## config.mk

```make
export PLATFORM = sky130hd
export DESIGN_NAME = shift_issue_stage
export DESIGN_NICKNAME = d
export VERILOG_FILES = /design/src/rtl/shift_issue_stage.sv
export SDC_FILE = /design/constraint.sdc
export NUM_CORES = 1
export LEC_CHECK = 0
export ABC_AREA = 1
export CELL_PAD_IN_SITES_DETAIL_PLACEMENT = 2
export CELL_PAD_IN_SITES_GLOBAL_PLACEMENT = 2
export CORE_MARGIN = 2
export CORE_UTILIZATION = 24
export DETAILED_ROUTE_END_ITERATION = 12
export PLACE_DENSITY = 0.83
export SLEW_MARGIN = 10
export SYNTH_ARGS = -nofsm -noshare
export SYNTH_HDL_FRONTEND = slang
export SYNTH_SLANG_ARGS = --single-unit
```

## constraint.sdc

```tcl
create_clock -name CLK -period 1.9 [get_ports CLK]
set_clock_uncertainty 0.1 [all_clocks]
set_input_delay 0.19 -clock CLK [delete_from_list [all_inputs] [get_ports CLK]]
set_output_delay 0.19 -clock CLK [all_outputs]
set_load 0.01 [all_outputs]
```

## src/rtl/shift_issue_stage.sv

```systemverilog
// -----------------------------------------------------------------------------
// shift_issue_stage
//
// Registered issue stage placed in front of the 32-bit shift units in the ALU32
// execute path. It decodes R-type shift instructions (SLL/SRL/SRA and their
// variable forms SLLV/SRLV/SRAV) and picks the shift amount. The amount comes
// from the SHAMT field for fixed shifts and from RS[M-1:0] for variable shifts.
// Operand, amount and shift type go to the shifters through a two-entry skid
// buffer. The shifter side can stall, and IN_READY still comes straight from a
// register.
//
// Ports:
//   CLK            in   system clock, rising edge
//   RST            in   synchronous active-high reset
//   IN_VALID       in   upstream presents an instruction
//   IN_READY       out  stage can accept (state-derived only)
//   FUNCT[5:0]     in   MIPS funct field
//   SHAMT[4:0]     in   instruction shamt field
//   RS[N-1:0]      in   rs register value (variable shift amount source)
//   RT[N-1:0]      in   rt register value (value to be shifted)
//   OUT_VALID      out  OUT_* fields valid
//   OUT_READY      in   shifter side consumes
//   OUT_A[N-1:0]   out  operand to shift
//   OUT_SHIFT_AMT  out  selected shift amount (M bits)
//   OUT_OP[1:0]    out  00=SLL, 01=SRL, 11=SRA
//   ILLEGAL        out  one-cycle pulse after accepting a non-shift funct
//
// Optional build macro: SHIFT_ISSUE_STATS_EN
//   Adds SHIFT_COUNT[15:0] (output transfers) and ILLEGAL_COUNT[15:0]
//   (ILLEGAL pulses). Both are wrapping counters that clear on RST.
// -----------------------------------------------------------------------------
module shift_issue_stage #(
  parameter int N = 32,
  parameter int M = 5
) (
  input  logic         CLK,
  input  logic         RST,
  input  logic         IN_VALID,
  output logic         IN_READY,
  input  logic [5:0]   FUNCT,
  input  logic [4:0]   SHAMT,
  input  logic [N-1:0] RS,
  input  logic [N-1:0] RT,
  output logic         OUT_VALID,
  input  logic         OUT_READY,
  output logic [N-1:0] OUT_A,
  output logic [M-1:0] OUT_SHIFT_AMT,
  output logic [1:0]   OUT_OP,
  output logic         ILLEGAL
`ifdef SHIFT_ISSUE_STATS_EN
  ,
  output logic [15:0]  SHIFT_COUNT,
  output logic [15:0]  ILLEGAL_COUNT
`endif
);

  typedef enum logic [1:0] {
    ST_EMPTY = 2'b00,
    ST_ONE   = 2'b01,
    ST_FULL  = 2'b10
  } state_t;

  state_t         r_state;
  state_t         w_nextState;

  logic [N-1:0]   r_outA;
  logic [M-1:0]   r_outAmt;
  logic [1:0]     r_outOp;
  logic [N-1:0]   r_skidA;
  logic [M-1:0]   r_skidAmt;
  logic [1:0]     r_skidOp;
  logic           r_illegal;

  logic           w_legal;
  logic [M-1:0]   w_amt;
  logic [1:0]     w_op;
  logic           w_accept;
  logic           w_legalAccept;
  logic           w_xfer;
  logic           w_loadOut;
  logic           w_loadSkid;
  logic           w_skidToOut;
  logic           w_unusedRsHigh;

  // RS bits above the amount field never matter for a shift.
  assign w_unusedRsHigh = ^RS[N-1:M];

  // Handshake status comes only from the state register, so a stall on the
  // shifter side never forms a combinational path back to IN_READY.
  assign IN_READY      = (r_state != ST_FULL);
  assign OUT_VALID     = (r_state != ST_EMPTY);
  assign OUT_A         = r_outA;
  assign OUT_SHIFT_AMT = r_outAmt;
  assign OUT_OP        = r_outOp;
  assign ILLEGAL       = r_illegal;

  assign w_accept      = IN_VALID && IN_READY;
  assign w_legalAccept = w_accept && w_legal;
  assign w_xfer        = OUT_VALID && OUT_READY;

  // Funct decode. Variable shifts take the amount from the low bits of RS.
  // Anything else is flagged illegal and never enqueued.
  always_comb begin
    w_legal = 1'b0;
    w_amt   = SHAMT[M-1:0];
    w_op    = 2'b00;
    case (FUNCT)
      6'b000000: begin w_legal = 1'b1; w_amt = SHAMT[M-1:0]; w_op = 2'b00; end
      6'b000010: begin w_legal = 1'b1; w_amt = SHAMT[M-1:0]; w_op = 2'b01; end
      6'b000011: begin w_legal = 1'b1; w_amt = SHAMT[M-1:0]; w_op = 2'b11; end
      6'b000100: begin w_legal = 1'b1; w_amt = RS[M-1:0];    w_op = 2'b00; end
      6'b000110: begin w_legal = 1'b1; w_amt = RS[M-1:0];    w_op = 2'b01; end
      6'b000111: begin w_legal = 1'b1; w_amt = RS[M-1:0];    w_op = 2'b11; end
      default:   begin w_legal = 1'b0; end
    endcase
  end

  // State register.
  always_ff @(posedge CLK) begin
    if (RST) begin
      r_state <= ST_EMPTY;
    end else begin
      r_state <= w_nextState;
    end
  end

  // Next state and datapath steering. An illegal accept counts as no accept.
  // In FULL, IN_READY is low, so only the drain of the skid entry can occur.
  always_comb begin
    w_nextState = r_state;
    w_loadOut   = 1'b0;
    w_loadSkid  = 1'b0;
    w_skidToOut = 1'b0;
    case (r_state)
      ST_EMPTY: begin
        if (w_legalAccept) begin
          w_nextState = ST_ONE;
          w_loadOut   = 1'b1;
        end
      end
      ST_ONE: begin
        if (w_legalAccept && w_xfer) begin
          w_nextState = ST_ONE;
          w_loadOut   = 1'b1;
        end else if (w_legalAccept) begin
          w_nextState = ST_FULL;
          w_loadSkid  = 1'b1;
        end else if (w_xfer) begin
          w_nextState = ST_EMPTY;
        end
      end
      ST_FULL: begin
        if (w_xfer) begin
          w_nextState = ST_ONE;
          w_skidToOut = 1'b1;
        end
      end
      default: begin
        w_nextState = ST_EMPTY;
      end
    endcase
  end

  // Output and skid registers, plus the illegal-funct pulse.
  always_ff @(posedge CLK) begin
    if (RST) begin
      r_outA    <= '0;
      r_outAmt  <= '0;
      r_outOp   <= 2'b00;
      r_skidA   <= '0;
      r_skidAmt <= '0;
      r_skidOp  <= 2'b00;
      r_illegal <= 1'b0;
    end else begin
      if (w_skidToOut) begin
        r_outA   <= r_skidA;
        r_outAmt <= r_skidAmt;
        r_outOp  <= r_skidOp;
      end else if (w_loadOut) begin
        r_outA   <= RT;
        r_outAmt <= w_amt;
        r_outOp  <= w_op;
      end
      if (w_loadSkid) begin
        r_skidA   <= RT;
        r_skidAmt <= w_amt;
        r_skidOp  <= w_op;
      end
      r_illegal <= w_accept && !w_legal;
    end
  end

`ifdef SHIFT_ISSUE_STATS_EN
  logic [15:0] r_shiftCount;
  logic [15:0] r_illegalCount;

  assign SHIFT_COUNT   = r_shiftCount;
  assign ILLEGAL_COUNT = r_illegalCount;

  // The illegal count steps on the same edge that raises ILLEGAL. Both
  // counters wrap naturally at 16 bits.
  always_ff @(posedge CLK) begin
    if (RST) begin
      r_shiftCount   <= 16'h0000;
      r_illegalCount <= 16'h0000;
    end else begin
      if (w_xfer) begin
        r_shiftCount <= r_shiftCount + 16'h0001;
      end
      if (w_accept && !w_legal) begin
        r_illegalCount <= r_illegalCount + 16'h0001;
      end
    end
  end
`else
  // Without statistics this build has no counters.
`endif

endmodule

```

* Word-level counts from Yosys, hierarchy flattened
Cells that the tools add are included.
Cells by class: $add $sub $neg 0, multiply operators 0, divide/modulo/power cells 0, $lt $le $gt $ge 0, eq/ne operators 11, shifts and indexed selects 0, multiplexer cells 22, bitwise logic cells 0, reductions and logical operators 15
Operators by type and width (number):
- two-way mux 32 bit | 2
- == test 6 x 3 -> 1 bit, second input constant | 3
- two-way mux 5 bit | 3
- two-way mux 2 bit | 7
- == test 6 x 2 -> 1 bit, second input constant | 2
- two-way mux 1 bit | 7
- zero test 6 bit | 1
- inequality test 2 bit, second input constant | 3
- one-hot mux 2 bit (3 select lines) | 1
- OR reduction 6 bit | 1
- logical AND 1 bit | 5
- inequality test 4 bit, second input constant | 1
- one-hot mux 2 bit (2 select lines) | 1
- nonzero test 2 bit | 2
- OR reduction 2 bit | 2
- AND reduction 3 bit | 1
- OR reduction 3 bit | 1
- == test 2 x 1 -> 1 bit, second input constant | 1
- == test 2 bit, second input constant | 1
- zero test 2 bit | 1
- one-hot mux 1 bit (2 select lines) | 1
- zero test 1 bit | 1
Word-level totals: bits in registers 81, latch bits 0, bits in writable memories 0, memory bits (read-only) 0, output and inout bits 42, word-level logic and storage cells 56, memories kept 0

* Longest topological paths before layout
word-level depth 9, depth in mapped cells 10

* Least setup slack after synthesis
No wires, ideal clock.
path type reg2reg, start register r_state[0], end register r_skidAmt[0], setup time 112 ps, arrival 1251 ps, data required time 1688 ps, setup slack 437 ps, cell stages (with the launch flop) 11, cells stage by stage dfxtp_1 -> inv_2 -> nand2_2 -> nand2_1 -> inv_2 -> nand2_1 -> inv_2 -> nand2_4 -> buf_4 -> a21oi_2 -> nor2_1
On the way: word-level cells in the longest chain between the ends 6, elaborated cells between the ends (all ways) 10, classes of those cells eq/ne (2); mux (3); reduce/logical (5)
RTL lines:
- start, declared | line 63 | state_t r_state;
- start signal, assigned | line 123 | r_state <= w_nextState;
- inequality test 2 bit * | line 90 | assign IN_READY = (r_state != ST_FULL);
- named net IN_READY | line 39 | output logic IN_READY,
- logical AND 1 bit * | line 97 | assign w_accept = IN_VALID && IN_READY;
- logical AND 1 bit * | line 98 | assign w_legalAccept = w_accept && w_legal;
- two-way mux 1 bit / logical AND 1 bit (equally long branches) | line 145, 142
- two-way mux 1 bit * | line 142 | if (w_legalAccept && w_xfer) begin
- two-way mux 1 bit * | line 134 | case (r_state)
- end signal, assigned | line 186 | r_skidAmt <= w_amt;
- end, declared | line 70 | logic [M-1:0] r_skidAmt;
The timed path passes the listed nets; every way through them passes the cells marked *. A chain may end at the register's enable or synchronous reset.

* Final worst setup path
start register r_state[1], end output port OUT_VALID
On the way: word-level cells in the longest chain between the ends 1
RTL lines:
- nonzero test 2 bit | line 91 | assign OUT_VALID = (r_state != ST_EMPTY);
- end, declared | line 44 | output logic OUT_VALID,
Every way passes these cells.

==> results.yml <==
outcome:
  status: "finished, final reports clean"
clock_tree:
  cts_max_level: 3
  cts_made_buffers: 9
  clock_sinks: 81
  cts_setup_buffers: 0
  cts_buffer_depth: 2
  clk_pin_slew_worst_paths_ns: 0.06
  cts_hold_buf: 0
  cts-root-buf: "clkbuf_16"
  clkLatencyLatePin_ns: 0.35
  cts_tree: "yes"
logic_synthesis:
  ys_warn_count: 0
  synth_nets: 668
  synth_top_area_cell: "dfxtp_1"
  synth_cells: 589
  syn_area_sq_um: 3897
  synth_cell_types: 19
  synth_area_leaders: "dfxtp_1, nand2_1, a21oi_1"
  yosysSeqAreaShare_pct: 41.61
  synth_top_area_share_pct: 41.61
  syn_avg_cell_area_sq_um: 6.617
  synth-seq-cells: 81
sta:
  setup_viol: 0
  rsz0062_at_grt: "false"
  finalHoldViolations: 0
  fin_ws_ns: 0.1178
  maxSlewHeadroom_pct: 72.51
  finalCritPeriodShare_pct: 93.80
  slew_violations: 0
  final.min_clock_period_ns: 1.782
  max_freq_mhz: 561.1
  tightest_slew_ns: 0.4109
placement:
  numPortBuffers: 93
  dp_hpwl_microns: 10290
  pre_cts_slack_ns: -0.1748
  gp_congestion: 0.7409
power_and_ir_drop:
  power.density_nw_per_um2: 750.9
  swShare_pct: 22.43
  combPwrFrac_pct: 10.1
  p_leak_nw: 2.321
  seq_power_share_pct: 41.3
  pwr-share-clk_pct: 48.6
  intPower_mw: 3.272
  power_switching_uw: 946.2
  ir_drop_uv: 554.0
cells_and_area:
  fillCellCount: 1887
  final_common_cell: "nand2_1"
  fin_util_pct: 35.37
  drive_above_1_share_pct: 9.579
  n_antenna_cell: 0
  area_delta_synth_final_pct: 44.14
  final_cell_mix: "nand2_1, clkdlybuf4s50_1, dfxtp_1, a21oi_1, nor2_1"
  nNetsFinal: 763
global_route:
  grt_max_degree: 39
  antenna_found_initial: 0
  grt_pass1_wl_microns: 23290
  grtUsageTotal_pct: 16.66
  grt-ovfl-total: 0
  grt_pass1_vias: 4672
job:
  maxCapViolCount: 0
setup_path:
  cp.required_ns: 1.61
  slowest_delay_ns: 0.54
  path_cells: "inv_1, nand2_1, clkdlybuf4s50_1"
  critical_path.max_fanout: 5
  arrival_ns: 1.49
  critical_path.top_delay_family: "buffers and inverters"
  endpoint_kind: "output port"
  cpMaxStageDelayCell: "clkdlybuf4s50_1"
  crit_buf_inv: 2
  critPathLaunchType: "register"
  critPathKind: "reg -> out"
floorplan:
  dieArea_sq_um: 17280
  io_pins: 121
  fp.coreArea_sq_um: 15890
  die_y_microns: 131.4
  die_w_microns: 131.4
  rows: 46
  start_util_pct: 24.54
route:
  drc_errors: 0
  wl_microns: 13900
  wl_per_cell_microns: 15.36
  initialDrtViolationCount: 109
  final_antenna_net_count: 0
  vias: 4164
  firstDrtPassIters: 4
  vias_per_cell: 4.601
min_path:
  hold_class: "in -> reg"
==> cells in the mapped netlist, drive strengths merged <==
| cell | number |
|---|---|
| dfxtp | 81 |
| nand2 | 216 |
| inv | 32 |
| nand4 | 6 |
| a21oi | 74 |
| clkbuf | 8 |
| nand3b | 32 |
| o21ai | 1 |
| nor3 | 1 |
| nor2 | 65 |
| nand3 | 42 |
| buf | 31 |
==> sequential cells by signal (all words and copies together) (netlist names) <==
signal         cells
OUT_A             32
r_skidA           32
OUT_SHIFT_AMT      5
r_skidAmt          5
OUT_OP             2
r_skidOp           2
r_state            2
ILLEGAL            1
==> kinds of logic after synthesis <==
family / after synthesis / share of synthesized area [%]
AO/OA/AOI/OAI: 75 / 10.21
buffers and inverters: 71 / 7.962
AND/OR/NAND/NOR: 362 / 40.22
flip-flops: 81 / 41.61
==> power groups by stage <==
stage               registers [mW]  clock network, mW  logic, mW
finish                        1.74               2.05      0.425
global route                  1.75               2.17      0.471
CTS                           1.74               2.12      0.433
detailed placement            1.78                  0      0.430
global placement              1.78                  0      0.413
floorplan                     1.79                  0      0.165
==> metrics by stage <==
stage,power (mW),std cells,area (sq um),hold WS [ns],TNS [ns]
6_report,4.219,905,5618,0.2118,0
5_1_grt,4.385,905,5618,0.2510,0
4_1_cts,4.295,905,5617,0.2277,0
3_5_place_dp,2.212,889,5263,0.3577,-9.737
3_3_place_gp,2.193,889,5263,0.3464,-1.607
2_1_floorplan,1.956,589,3897,0.2544,0
==> worst paths after layout <==
kind / startpoint / to / slack, ns / cells after the start
min reg2reg: r_skidOp[0]$_SDFFE_PP0P_ / r_skidOp[0]$_SDFFE_PP0P_ / 0.37 / 2
max reg2reg: r_state[0]$_SDFFE_PP0P_ / OUT_SHIFT_AMT[2]$_SDFFE_PP0P_ / 0.19 / 10
max: r_state[1]$_SDFFE_PP0P_ / OUT_VALID / 0.12 / 3
min: RST / OUT_SHIFT_AMT[3]$_SDFFE_PP0P_ / 0.21 / 4
==> timing repair <==
item,CTS,global route
hold endpoints to repair,0,0
setup endpoints to repair,0,1
gates resized for setup,0,1
==> routing by layer <==
metal	vias to the layer above	share of wire, %	GRT usage, %
met5	-	0	0
met4	0	1.6	4.227
met3	19	3.3	3.819
met2	78	52	31.33
met1	2000	43	18.84
li1	2067	-	-
==> cell type report <==
type	count	area (sq um)	share of cell area [%]
Sequential cell	81	1623	28.89
Timing Repair Buffer	123	1264	22.49
Clock inverter	6	115.1	2.049
Clock buffer	10	239.0	4.254
Inverter	32	120.1	2.138
Tap cell	216	270.3	4.811
Multi-Input combinational cell	437	1987	35.37
==> worst register-to-register path, cell delays in order (launching register included) <==
cell     delay [ns]
dfxtp_1        0.37
inv_2          0.07
nand2_2        0.13
nand2_1        0.12
inv_2          0.07
nand2_1        0.10
nand2_2        0.17
nand2_1        0.22
nand2_1        0.13
nand2_1        0.06
nor2_1         0.12
(Power assumes the default switching activity.)
==> RTL change, RTL diff (config.mk and constraints unchanged) <==
Re-encode `state_t` (3 states) as one-hot, 3 bits wide.
--- a/src/rtl/shift_issue_stage.sv
+++ b/src/rtl/shift_issue_stage.sv
@@ -54,10 +54,10 @@
 `endif
 );
 
-  typedef enum logic [1:0] {
-    ST_EMPTY = 2'b00,
-    ST_ONE   = 2'b01,
-    ST_FULL  = 2'b10
+  typedef enum logic [2:0] {
+    ST_EMPTY = 3'b001,
+    ST_ONE   = 3'b010,
+    ST_FULL  = 3'b100
   } state_t;
 
   state_t         r_state;
Behaviour: no difference found for any inputs over 10 cycles, from zero or initial values and one cycle with RST high; not proved beyond that.
==> RTL change against the original RTL <==
  * Worst setup slack improved by 0.049 ns
  * Maximum frequency rose by 2.8%
  * Worst hold slack better by 0.15 ns
  * Synthesized area is 7.9% higher
  * Wire length fell by 11%
  * Register-to-register slack improved by 0.08 ns
  * Sequential cell count is 1 higher
  * Final area grew 3.0%
  * Die area increased by 7.6%
  * Global-route usage shrank 2.4 points
  * Critical path type unchanged
  * Critical endpoint unchanged
Power is not compared: it rests on default switching activity, and its combinational part moved more than twofold at a synthesized area within 25%.
==> RTL change: results (changes against the original RTL) <==
* Outcome: complete, no violations (unchanged)
* CP Data Arrival Time at 1.44 ns (was 1.49 ns)
* Combinational gate power at 1.26 mW
* Warnings, synthesis at 0 (unchanged)
* Synth area leaders: dfxtp_1 (39%), nand2_1 (16%), nor2_1 (14%) (was dfxtp_1 (42%), nand2_1 (20%), a21oi_1 (8.7%))
* Number of CTS-inserted buffers at 9 (unchanged)
* Drt wl/cell at 12.5 um (was 15.4 um)
* Metal2 WL at 6.21 mm (was 7.18 mm)
* Final Non-Filler Cells at 993 (was 905)
* GRT Overall Usage at 14.2% (was 16.7%)
* Clk. pwr at 1.61 mW
* Crit path max-delay family: buffers and inverters (unchanged)
* Part of the Yosys area used for sequential elements at 39.0% (was 41.6%)
* HPWL Detailed at 8.84 mm (was 10.3 mm)
* Unique masters post-synth at 23 (was 19)
* Post-CTS sizing at 0 (unchanged)
* Placed instance count at 977 (was 889)
* N_diodes at 0 (unchanged)
* FF-to-FF Start: r_state[0]$_SDFFE_PP1P_ (was r_state[0]$_SDFFE_PP0P_)
* GR Util met2 at 26.1% (was 31.3%)
* Commonest cells in the netlist: nand2_1 (174), nor2_1 (154), inv_1 (106) (was nand2_1 (212), dfxtp_1 (81), a21oi_1 (68))
* Synthesized area per cell at 6.26 um^2 (was 6.62 um^2)
* CP Max Fanout at 4 (was 5)
* Met3 Use GR at 2.39% (was 3.82%)
* Synth Flop Type: dfxtp_1 (unchanged)
* Met3 WL post-DR at 392 um (was 463 um)
* Synthesized netlist net count at 751 (was 668)
* Clock buffer depth at 2 (unchanged)
* Multiplexer area fraction after synthesis at 0% (unchanged)
* Final #Nets at 842 (was 763)
* Largest net degree at the start of global routing at 43 (was 39)
* Comb power frac at 26.7%
* Post-place setup slack at -0.135 ns (was -0.175 ns)
* R2r setup slk at 0.27 ns (was 0.19 ns)
* Clock Latency Late Sink at 0.33 ns (was 0.35 ns)
* Via density per instance at 4.30 (was 4.60)
* Peak supply drop at 0.388 mV
* Critical Path Max Stage Delay at 0.56 ns (was 0.54 ns)
* CTS Root Buffer Type: clkbuf_16 (unchanged)
* Layout cell share with drive strength beyond 1 at 8.20% (was 9.58%)
* GRT met1 Usage at 16.9% (was 18.8%)
* Worst slew pin tran at 0.415 ns (was 0.411 ns)
* DP Area at 5520 um^2 (was 5260 um^2)
* Synth Area in Compound Gates at 6.70% (was 10.2%)
* WL met1 at 5.64 mm (was 6.04 mm)
* Fin crit share at 91.2% (was 93.8%)
* Number of global-route vias before repair at 4440 (was 4672)
* Initial DRC Count at 154 (was 109)
* Final weighted congestion in routability-driven placement at 0.731 (was 0.741)
* DRT Pass-1 Iters at 4 (unchanged)
* Switching power at 1.48 mW
* Worst reg2reg path depth at 9 (was 10)
* Worst reg2reg path endpoint: r_skidA[10]$_SDFFE_PP0P_ (was OUT_SHIFT_AMT[2]$_SDFFE_PP0P_)
* First-pass GRT wire length at 21.1 mm (was 23.3 mm)
==> RTL change: worst min-delay path by stage <==
| stage | from | endpoint | slack (ns) | cells after the start |
|---|---|---|---|---|
| detailed placement | r_skidAmt[4]$_SDFFE_PP0P_ | r_skidAmt[4]$_SDFFE_PP0P_ | 0.41 | 4 |
| finish | RT[17] | r_skidA[17]$_SDFFE_PP0P_ | 0.36 | 3 |
| floorplan | RST | r_state[1]$_SDFFE_PP0P_ | 0.16 | 1 |
| global placement | r_skidAmt[2]$_SDFFE_PP0P_ | r_skidAmt[2]$_SDFFE_PP0P_ | 0.40 | 4 |
| global route | RT[20] | r_skidA[20]$_SDFFE_PP0P_ | 0.39 | 3 |
| CTS | RT[17] | r_skidA[17]$_SDFFE_PP0P_ | 0.34 | 3 |
==> RTL change: layout make-up <==
class	instances	area [um^2]
fillers	2095	11500
multi-input cells	443	1950
flip-flops and latches	82	1640
repair buffers	117	1240
inverters	110	413
well taps	225	282
clock buffers	11	233
clock inverters	5	31.3
